### src/rtl/rv_pkg.sv
// Shared definitions for the RV32I register-file write-back path.
package rv_pkg;

    localparam int XLEN       = 32;
    localparam int REG_ADDR_W = 5;
    localparam logic [REG_ADDR_W-1:0] REG_ZERO = 5'd0;

    typedef struct packed {
        logic                  valid;
        logic [REG_ADDR_W-1:0] rd;
        logic [XLEN-1:0]       data;
    } wb_req_t;

endpackage

### src/rtl/wb_rr_arb2.sv
// Two-way round-robin arbiter between the load unit and the mul/div unit.
module wb_rr_arb2
#(
    parameter bit LD_FIRST = 1'b1
)
(
    input  logic clk_i,
    input  logic rst_i,
    input  logic en_i,
    input  logic req_ld_i,
    input  logic req_md_i,
    output logic gnt_ld_o,
    output logic gnt_md_o
);

    // rr_ptr_q = 1: load unit wins the next tie
    logic rr_ptr_q, rr_ptr_d;

    always_comb begin
        gnt_ld_o = en_i && req_ld_i && (rr_ptr_q || !req_md_i);
        gnt_md_o = en_i && req_md_i && (!rr_ptr_q || !req_ld_i);
        rr_ptr_d = rr_ptr_q;
        if (gnt_ld_o) begin
            rr_ptr_d = 1'b0;
        end else if (gnt_md_o) begin
            rr_ptr_d = 1'b1;
        end
    end

    always_ff @(posedge clk_i or posedge rst_i) begin
        if (rst_i) begin
            rr_ptr_q <= LD_FIRST;
        end else begin
            rr_ptr_q <= rr_ptr_d;
        end
    end

endmodule

### src/rtl/regfile_wb_ctrl.sv
// Regfile write-port sharing, busy scoreboard and decode read-hazard detection.
// Optional write-stage forwarding is enabled by defining WB_FORWARD_EN.
module regfile_wb_ctrl
    import rv_pkg::*;
#(
    parameter int XLEN     = rv_pkg::XLEN,
    parameter bit LD_FIRST = 1'b1
)
(
    input  logic            clk,
    input  logic            reset,
    input  logic            alu_valid,
    input  logic [4:0]      alu_rd,
    input  logic [XLEN-1:0] alu_data,
    input  logic            ld_valid,
    output logic            ld_ready,
    input  logic [4:0]      ld_rd,
    input  logic [XLEN-1:0] ld_data,
    input  logic            md_valid,
    output logic            md_ready,
    input  logic [4:0]      md_rd,
    input  logic [XLEN-1:0] md_data,
    input  logic            issue_valid,
    input  logic [4:0]      issue_rd,
    output logic            issue_ready,
    input  logic [4:0]      ra1,
    input  logic [4:0]      ra2,
    output logic            hazard,
`ifdef WB_FORWARD_EN
    output logic            fwd1_sel,
    output logic            fwd2_sel,
    output logic [XLEN-1:0] fwd_data,
`endif
    output logic            we,
    output logic [4:0]      wa,
    output logic [XLEN-1:0] wd
);

    wb_req_t alu_req, ld_req, md_req, sel_req;
    logic    grant_ld, grant_md;

    logic            we_q, we_d;
    logic [4:0]      wa_q;
    logic [XLEN-1:0] wd_q;
    logic [31:0]     busy_q, busy_d;
    logic            issue_set;
    logic            src1_busy, src2_busy;

    assign alu_req = '{valid: alu_valid, rd: alu_rd, data: alu_data};
    assign ld_req  = '{valid: ld_valid,  rd: ld_rd,  data: ld_data};
    assign md_req  = '{valid: md_valid,  rd: md_rd,  data: md_data};

    // ld/md only compete when the ALU leaves the port free
    wb_rr_arb2 #(.LD_FIRST(LD_FIRST)) u_arb (
        .clk_i    (clk),
        .rst_i    (reset),
        .en_i     (!alu_valid),
        .req_ld_i (ld_valid),
        .req_md_i (md_valid),
        .gnt_ld_o (grant_ld),
        .gnt_md_o (grant_md)
    );

    assign ld_ready = grant_ld;
    assign md_ready = grant_md;

    always_comb begin
        sel_req = '0;
        if (alu_valid) begin
            sel_req = alu_req;
        end else if (grant_ld) begin
            sel_req = ld_req;
        end else if (grant_md) begin
            sel_req = md_req;
        end
    end

    assign we_d = sel_req.valid && (sel_req.rd != REG_ZERO);

    always_ff @(posedge clk or posedge reset) begin
        if (reset) begin
            we_q <= 1'b0;
            wa_q <= REG_ZERO;
            wd_q <= '0;
        end else begin
            we_q <= we_d;
            if (sel_req.valid) begin
                wa_q <= sel_req.rd;
                wd_q <= sel_req.data;
            end
        end
    end

    assign issue_ready = !busy_q[issue_rd] || (issue_rd == REG_ZERO);
    assign issue_set   = issue_valid && issue_ready && (issue_rd != REG_ZERO);

    // Clear on the regfile commit edge; a same-edge issue to that register wins
    always_comb begin
        busy_d = busy_q;
        if (we_q) begin
            busy_d[wa_q] = 1'b0;
        end
        if (issue_set) begin
            busy_d[issue_rd] = 1'b1;
        end
    end

    always_ff @(posedge clk or posedge reset) begin
        if (reset) begin
            busy_q <= '0;
        end else begin
            busy_q <= busy_d;
        end
    end

    assign src1_busy = (ra1 != REG_ZERO) && busy_q[ra1];
    assign src2_busy = (ra2 != REG_ZERO) && busy_q[ra2];

`ifdef WB_FORWARD_EN
    assign fwd1_sel = we_q && (wa_q == ra1) && (ra1 != REG_ZERO);
    assign fwd2_sel = we_q && (wa_q == ra2) && (ra2 != REG_ZERO);
    assign fwd_data = wd_q;
    assign hazard   = (src1_busy && !fwd1_sel) || (src2_busy && !fwd2_sel);
`else
    // Without forwarding, an in-flight ALU write also stalls its readers
    assign hazard = src1_busy || src2_busy
                 || (we_q && (wa_q == ra1) && (ra1 != REG_ZERO))
                 || (we_q && (wa_q == ra2) && (ra2 != REG_ZERO));
`endif

    assign we = we_q;
    assign wa = wa_q;
    assign wd = wd_q;

endmodule
### config.mk
export PLATFORM = sky130hd
export DESIGN_NAME = regfile_wb_ctrl
export DESIGN_NICKNAME = d
export VERILOG_FILES = /design/src/rtl/rv_pkg.sv /design/src/rtl/wb_rr_arb2.sv /design/src/rtl/regfile_wb_ctrl.sv
export SDC_FILE = /design/constraint.sdc
export NUM_CORES = 1
export LEC_CHECK = 0
export CAP_MARGIN = 20
export CORE_MARGIN = 10
export CORE_UTILIZATION = 44
export DETAILED_ROUTE_END_ITERATION = 10
export GPL_TIMING_DRIVEN = 0
export PLACE_DENSITY = 0.92
export SETUP_SLACK_MARGIN = 0.4
export SYNTH_ARGS = -nofsm -noshare
export SYNTH_HDL_FRONTEND = slang
export SYNTH_SLANG_ARGS = --single-unit
export TNS_END_PERCENT = 50
### constraint.sdc
create_clock -name clk -period 3.05 [get_ports clk]
set_input_delay 0.4575 -clock clk [delete_from_list [all_inputs] [get_ports clk]]
set_output_delay 0.4575 -clock clk [all_outputs]
set_load 0.01 [all_outputs]
==> Word-level counts from Yosys, hierarchy flattened <==
Cells that the tools add are included.
{ "word_totals": {"register_bits": 71, "wordCells": 65} }
{ "op_classes": {"n_bitwise": 3, "n_eq_ne": 2, "n_reduce_logical": 32, "magnitude_cmp": 6, "mux": 17} }
{ "op_table": {"columns": ["operator", "count"], "rows": [
  ["two-way mux 38 bit", 3],
  ["two-way mux 32 bit", 2],
  ["AND 32 bit", 1],
  ["NOT 32 bit", 1],
  ["OR 32 bit", 1],
  ["< comparator 5 x 6 -> 1 bit, second input constant", 4],
  ["nonzero test 5 bit", 4],
  ["binary-select mux 1 bit (select 5 bit)", 3],
  ["logical AND 1 bit", 15],
  ["demux 1 bit (select 5 bit)", 2],
  ["== test 5 bit", 2],
  [">= comparator 5 x 1 -> 1 bit, second input constant", 2],
  ["two-way mux 1 bit", 7],
  ["logical OR 1 bit", 6],
  ["logical NOT 1 bit", 5],
  ["logical NOT 5 bit", 1],
  ["nonzero test 2 bit", 1]
]} }

==> Longest topological paths before layout <==
Gate-level depths: netlist (run 1).
{ "depth": {"depth_word": 9, "depth_mapped": 7, "depth_no_buf": 5} }

==> By module <==
From an unflattened synthesis (run 1), not the netlist that was laid out.
{ "hier_totals": {"hier_cells": 451, "area_unflattened_um2": 4370.4} }
{ "by_module_without_submodules": {"columns": ["module", "instances", "area_each_um2", "seq_area_each_um2", "cells_each"], "rows": [
  ["regfile_wb_ctrl", 1, 4304.1, 1751.7, 442],
  ["wb_rr_arb2", 1, 66.3, 26.3, 9]
]} }

==> Worst setup path after synthesis (run 1) <==
OpenSTA, ideal clock, no wires.
{ "synth_path": {"path_kind": "in2out", "startpoint": "input issue_rd[0]", "endpoint": "output issue_ready", "setup_slack_ns": 0.556, "arrival_ns": 2.037, "path_stages": 6, "cell_sequence": "buf_2 > buf_1 > mux4_2 > a32o_1 > nor4_4 > a22o_1"} }
{ "synth_between": {"elab_chain_len": 4} }
{ "synth_rtl": {"columns": ["item", "line_no", "text"], "rows": [
  ["start, declared", "regfile_wb_ctrl.sv:24", "input logic [4:0] issue_rd,"],
  ["binary-select mux 1 bit (select 5 bit)", "regfile_wb_ctrl.sv:94", "assign issue_ready = !busy_q[issue_rd] || (issue_rd == REG_ZERO);"],
  ["two-way mux 1 bit (implied by the code)", "regfile_wb_ctrl.sv:94", null],
  ["logical NOT 1 bit", "regfile_wb_ctrl.sv:94", null],
  ["logical OR 1 bit *", "regfile_wb_ctrl.sv:94", null],
  ["end, declared", "regfile_wb_ctrl.sv:25", "output logic issue_ready,"]
]} }
Mark *: on every way between the ends. The rest lies on a longest branch, timed or not. The select of a mux whose other input is x is not followed.

==> Worst setup path in the final report (run 1) <==
{ "layout_path": {"startpoint": "input ra2[1]", "endpoint": "output hazard"} }
{ "layout_between": {"elab_chain_len": 6} }
{ "layout_rtl": {"columns": ["item", "line_no", "text"], "rows": [
  ["start, declared", "regfile_wb_ctrl.sv:27", "input logic [4:0] ra2,"],
  ["binary-select mux 1 bit (select 5 bit)", "regfile_wb_ctrl.sv:117", "assign src2_busy = (ra2 != REG_ZERO) && busy_q[ra2];"],
  ["two-way mux 1 bit (implied by the code)", "regfile_wb_ctrl.sv:117", null],
  ["logical AND 1 bit", "regfile_wb_ctrl.sv:117", null],
  ["logical OR 1 bit", "regfile_wb_ctrl.sv:126", "assign hazard = src1_busy || src2_busy"],
  ["logical OR 1 bit", "regfile_wb_ctrl.sv:127", "|| (we_q && (wa_q == ra1) && (ra1 != REG_ZERO))"],
  ["logical OR 1 bit *", "regfile_wb_ctrl.sv:128", "|| (we_q && (wa_q == ra2) && (ra2 != REG_ZERO));"],
  ["end, declared", "regfile_wb_ctrl.sv:28", "output logic hazard,"]
]} }
Marked as above.

==> reports/results.ini, run 1 <==
[outcome]
outcome=finished clean

[worst_setup_path]
cp-end-kind=primary output
timing.critical_path.mode_cell=mux4_2
critPathKind=input port to primary output
reg2reg_to=busy_q[23]
reg2reg_slack_ns=0.59
arrival_ns=2.15
path_cells=clkbuf_1 -> mux4_2 -> mux4_2 -> nor3_2 -> o32ai_1 -> buf_2
reg2reg_from=busy_q[22]
required_ns=2.59
cp_num_cells=6
crit_start=ra2[1]
reg2reg_depth=6
path_delay_family=multiplexers
cp.buffers_inverters=2
max_stage_delay_ns=0.49
path_max_fanout=9
worst_setup_path_start_kind=input port
crit_slowest_cell=mux4_2
endpoint=hazard

[synthesis]
async_flop_share=1.000
ys_ff_latch=71
ys_seq_area_frac=0.4075
synth_edf_count=0
syn_inst=445
postSynthAreaPerCell_um2=9.804
ys_dominant_reg_cell=dfrtp_1
synth_fp_nets=577
ys_types=44
yosysWarnings=0
netlist_area_um2=4363

[routing]
wirelength_um=16990
drtPass1Iterations=5
wl_per_cell_um=22.38
ant_nets=0
vias=4823
drc=0
detail_route.iter0.violations=431
viasPerCell=6.354

[timing]
fin_crit_ns=2.607
finalMaxSlewViolations=0
rsz0062_at_grt=true
setup_tns_ns=0
worstMarginPinSlew_ns=1.076
hold_viol_final=0
worst_hold_slack_ns=0.5094
final.setup.worst_slack_ns=0.4431
skew_ns=0.01068
period_share=0.8547
relSlewSlack=0.2770
fmax_mhz=383.6
setup_viol=0

[power_and_ir_drop]
pwr-share-seq=0.420
max-vdd-ir-drop_v=0.0002447
power_w=0.003503
p_int_w=0.002303
power.leakage_nw=2.511
switching_share=0.3426
power_switching_w=0.001200
combPwrFrac=0.386
clockPowerShare=0.195
powerDensity_nw_per_um2=546.1

[clocking]
numCtsBuffers=9
cts.reportedPaths.clkPinSlew_ns=0.07
cts_hold_buf=0
cts_sinks=71
tritoncts=built
htree_levels=3
root_buffer=clkbuf_8
clockBufferDepth=2
worst_skew_pair.late_latency_ns=0.34

[final_layout]
final_common_cell=clkdlybuf4s50_1
num-nets-final=755
drive_gt1_frac=0.1262
stdcell_area_um2=6415
mostFrequentLayoutCells=154 x clkdlybuf4s50_1, 70 x dfrtp_1, 65 x o21ai_0
area_growth_pct=47.03
num_antenna_cells=0

[grt]
grt_first_pass_wirelength_um=26120
antenna_found_initial=0
grt_pass1_vias=4953
grt_max_degree=72
grt_overflow_total=0
grtUsageTotal=0.2266

[place]
hpwl_um=13020
gp_congestion=0.9308
dpl_cell_area_um2=6133
io_buffers=160
dp_slack_ns=-0.2517

[floorplanning]
die_y_um=119.6
fp-row-count=36
design.core.area_um2=9729
dieArea_um2=14300
pin_count=174
start_util=0.4484
dieWidth_um=119.6

[hold_path]
hp-class=flip-flop to flip-flop

[job]
cap_viol_max_count=0

worst reg2reg max path: cells and delay by family, from the launching register on:
| family | cells | cell delay [ns] |
|---|---|---|
| flops | 1 | 0.41 |
| simple gates | 2 | 0.70 |
| buf+inv | 1 | 0.19 |
| compound gates | 2 | 0.58 |
| mux | 1 | 0.49 |
per-layer routing:
metal / vias up / part of all wire / wire length, um / GRT usage
met5: - / 0 / 0 / 0
met3: 47 / 0.13 / 2221 / 0.08955
met1: 2365 / 0.35 / 5928 / 0.2594
li1: 2066 / - / - / -
met2: 345 / 0.49 / 8275 / 0.3707
met4: 0 / 0.033 / 562 / 0.09502
worst min-delay path by stage:
stage,startpoint,end,slack [ns],cells after the start
4_1_cts,issue_valid,busy_q[24],0.51,3
3_3_place_gp,wd[13],wd[13],0.49,1
2_1_floorplan,busy_q[0],busy_q[0],0.49,1
6_report,wd[29],wd[29],0.51,1
3_5_place_dp,wd[4],wd[4],0.50,1
5_1_grt,wd[26],wd[26],0.54,1
flip-flops by register name, summed over array words and instances, names as in the netlist:
name,cells
busy_q,32
u_arb.rr_ptr_q,1
wa,5
wd,32
we,1
timing repair:
action,in CTS,in global routing
resized for setup,24,22
setup endpoints to repair,4,6
setup buffers,5,2
pin swaps,3,4
layout make-up:
cell class | count | area (um^2)
flip-flops and latches | 71 | 1778
fillers | 772 | 3314
plain buffers | 43 | 207.7
well taps | 133 | 166.4
inverters | 4 | 17.52
clock buffers | 11 | 151.4
multi-input cells | 327 | 2421
repair buffers | 167 | 1653
clock inverters | 3 | 20.02
cells by family after synthesis:
kind of cell | Yosys count | share of synthesized area
AOI/OAI and AO/OA | 153 | 0.2334
and+or+nand+nor | 137 | 0.1632
DFF | 71 | 0.4075
buffers and inverters | 47 | 0.04216
muxes | 27 | 0.1336
xor gates and xnor gates | 10 | 0.02008
cell usage after synthesis, types with 5 or more instances:
cell type / n / area [um^2]
nand2_1: 48 / 180.2
clkbuf_1: 33 / 123.9
buf_1: 6 / 22.52
o21ai_0: 65 / 325.3
nor2_1: 9 / 33.78
a21oi_1: 32 / 160.2
dfrtp_1: 70 / 1752
a221o_1: 36 / 360.4
mux4_2: 25 / 563.0
xor2_1: 8 / 70.07
nor3_1: 5 / 25.02
nand3_1: 40 / 200.2
nand3b_1: 11 / 82.58
power by group through the flow:
stage | Sequential (W) | Combinational, W | Clock, W
6_report | 0.00147 | 0.00135 | 0.000681
5_1_grt | 0.00149 | 0.00145 | 0.000727
4_1_cts | 0.00145 | 0.00131 | 0.000683
3_5_place_dp | 0.00148 | 0.00124 | 0
3_3_place_gp | 0.00145 | 0.00120 | 0
2_1_floorplan | 0.00139 | 0.000746 | 0
stage by stage:
stage / utilization / std cells
2_1_floorplan: - / 445
3_3_place_gp: 0.6301 / 738
3_5_place_dp: 0.6304 / 738
4_1_cts: 0.6559 / 757
5_1_grt: 0.6593 / 759
6_report: 0.6593 / 759
(Power assumes the default switching activity.)
==> run 2, diff against run 1 <==
Settings changed: ABC_AREA set to 1, CORE_UTILIZATION 44 to 45, GPL_ROUTABILITY_DRIVEN set to 0, SKIP_LAST_GASP set to 1.
==> run 2 against run 1 <==
  * Count of clock-buffer cells in the layout shrank 1
  * Area after synthesis grew 8.4%
  * Global-route usage grew 2.0 points
  * Final cell count grew 36%
  * Via count grew 22%
  * Cell area grew 8.2%
  * Sequential power grew 5%
  * Register-to-register slack gained 0.66 ns
  * Power grew 5.4%
==> reports/results.ini, run 2 <==
[clocking]
root_buffer=clkbuf_8
worst_skew_pair.late_latency_ns=0.36
clockBufferDepth=2
numCtsBuffers=9
cts.reportedPaths.clkPinSlew_ns=0.09
tritoncts=built
htree_levels=3
cts_hold_buf=0
cts_sinks=71

[worst_setup_path]
crit_slowest_cell=clkdlybuf4s50_1
critPathKind=input port to primary output
max_stage_delay_ns=0.58
reg2reg_slack_ns=1.25
timing.critical_path.mode_cell=clkdlybuf4s50_1
reg2reg_from=u_arb.rr_ptr_q
cp.buffers_inverters=5
required_ns=2.59
path_delay_family=buffers and inverters
reg2reg_to=wd[3]
crit_start=alu_valid
reg2reg_depth=5
worst_setup_path_start_kind=input port
path_max_fanout=10
arrival_ns=2.22
cp-end-kind=primary output
path_cells=clkdlybuf4s50_1 -> inv_1 -> nand3_2 -> inv_2 -> clkbuf_2 -> clkdlybuf4s50_1

[grt]
grt_first_pass_wirelength_um=29270
grtUsageTotal=0.2467
grt_max_degree=72
antenna_found_initial=0
grt_overflow_total=0
grt_pass1_vias=5672

[final_layout]
mostFrequentLayoutCells=274 x nand2_1, 161 x clkdlybuf4s50_1, 69 x dfrtp_1
drive_gt1_frac=0.08000
final_core_util=0.6756
area_growth_pct=46.76
fillCellCount=845
final_common_cell=nand2_1
multi_input_area_um2=2551
num_antenna_cells=0
num-nets-final=1027
seqCellArea_um2=1779

[routing]
wirelength_um=18660
ant_nets=0
drc=0
viasPerCell=5.666
vias=5870
detail_route.iter0.violations=715
wl_per_cell_um=18.01
drtPass1Iterations=6

[timing]
relSlewSlack=0.4046
fin_crit_ns=2.678
worstMarginPinSlew_ns=0.8932
setup_viol=0
final.setup.worst_slack_ns=0.3724
rsz0062_at_grt=true
hold_viol_final=0
period_share=0.8779
setup_tns_ns=0
skew_ns=0.01486
finalMaxSlewViolations=0
fmax_mhz=373.5

[synthesis]
synth_top_cells_by_area=dfrtp_1 37%, nand2_1 22%, nand3_1 5.9%, o2111ai_1 5.9%, inv_1 5.7%
ys_dominant_reg_cell=dfrtp_1
synth_top_area_share=0.3703
ys_types=34
ys_seq_area_frac=0.3758
postSynthAreaPerCell_um2=6.663
ys_ff_latch=71
netlist_area_um2=4731
yosysTopAreaCell=dfrtp_1
synth_edf_count=0
synth.most_common_cell=nand2_1
syn_inst=710
yosysWarnings=0
async_flop_share=1.000
synth_fp_nets=842
synthTopCellsByCount=274 x nand2_1, 72 x inv_1, 70 x dfrtp_1

[place]
io_buffers=170
hpwl_um=14530
dp_slack_ns=-0.1802

[outcome]
outcome=finished clean

[floorplanning]
design.core.area_um2=10280
dieArea_um2=15010
die_y_um=122.5
start_util=0.4603
pin_count=174
fp-row-count=37
dieWidth_um=122.5

[power_and_ir_drop]
clockPowerShare=0.212
p_int_w=0.002243
pwr-share-seq=0.420
power_switching_w=0.001451
powerDensity_nw_per_um2=532.1
power.leakage_nw=3.134
switching_share=0.3929
max-vdd-ir-drop_v=0.0003370
combPwrFrac=0.368

[hold_path]
min_to=u_arb.rr_ptr_q
worstHoldStart=u_arb.rr_ptr_q
whs_path_depth=2
hp-class=flip-flop to flip-flop

[job]
cap_viol_max_count=0

-- run 2: cell count changes in the layout (fill, tap and decap cells not counted), moves of 9 or more --
cell / previous run / this run
nand2_1: 48 / 274
inv_1: 3 / 66
nand4_1: 1 / 38
a221o_1: 36 / 0
o2111ai_1: 1 / 32
nor2_1: 9 / 37
a21oi_1: 32 / 7
mux4_2: 25 / 0
o21ai_0: 65 / 44
nand3_1: 40 / 55
nand3b_1: 11 / 2
-- run 2: timing repair --
action | 4_1_cts | 5_1_grt
resized for setup | 35 | 20
setup buffers | 2 | 2
pin swaps | 1 | 2
endpoints found under the setup margin | 4 | 4
-- run 2: per-stage QoR --
step / hold WS, ns / instance area (um^2) / total power (W) / cells
2_1_floorplan: 0.4599 / 4731 / 0.002196 / 710
6_report: 0.4974 / 6943 / 0.003694 / 1036
3_3_place_gp: 0.4726 / 6603 / 0.002824 / 1016
5_1_grt: 0.5265 / 6943 / 0.003897 / 1036
3_5_place_dp: 0.4859 / 6605 / 0.002865 / 1016
4_1_cts: 0.4996 / 6904 / 0.003635 / 1034
-- run 2: area by class of cell --
type,count,share of cell area
timing repair buffer,174,0.2494
tap,136,0.02451
clock inverter,6,0.008650
clock buffer,10,0.01982
sequential,71,0.2563
buffer,33,0.03100
multi-input combinational,528,0.3675
inverter,78,0.04289
-- run 2: worst register-to-register path, delay by kind of cell (launching register included) --
family	cells	cell delay [ns]
buffers and inverters	1	0.36
AND/OR/NAND/NOR	3	0.54
AO/OA/AOI/OAI	1	0.25
flip-flops	1	0.55
-- run 2: worst max-delay path by stage --
stage	endpoint	slack, ns	depth (start not counted)
floorplan	busy_q[0]	0.80	1
global placement	busy_q[14]	-0.43	2
detailed placement	issue_ready	-0.18	12
CTS	issue_ready	0.22	10
global route	hazard	0.24	16
finish	md_ready	0.37	6
-- run 2: cell families (layout without fill, tap and decap cells) --
kind of cell | Yosys count | count (layout) | share of synthesized area
AOI/OAI and AO/OA | 97 | 97 | 0.1336
buffers and inverters | 111 | 301 | 0.09918
and+or+nand+nor | 428 | 428 | 0.3859
xor gates and xnor gates | 3 | 3 | 0.005555
DFF | 71 | 71 | 0.3758
-- run 2: power groups by stage --
stage | Combinational, W | Clock (W) | Sequential (W)
floorplan | 0.000742 | 0 | 0.00145
global placement | 0.00129 | 0 | 0.00154
detailed placement | 0.00132 | 0 | 0.00155
CTS | 0.00134 | 0.000772 | 0.00153
global route | 0.00151 | 0.000818 | 0.00157
finish | 0.00136 | 0.000782 | 0.00155
-- run 2: per-layer routing --
| layer | vias up | track usage | wire [um] |
|---|---|---|---|
| li1 | 2730 | - | - |
| met1 | 2677 | 0.2687 | 6304 |
| met2 | 386 | 0.4250 | 9203 |
| met3 | 77 | 0.09366 | 2309 |
| met4 | 0 | 0.09941 | 839 |
| met5 | - | 0 | 0 |
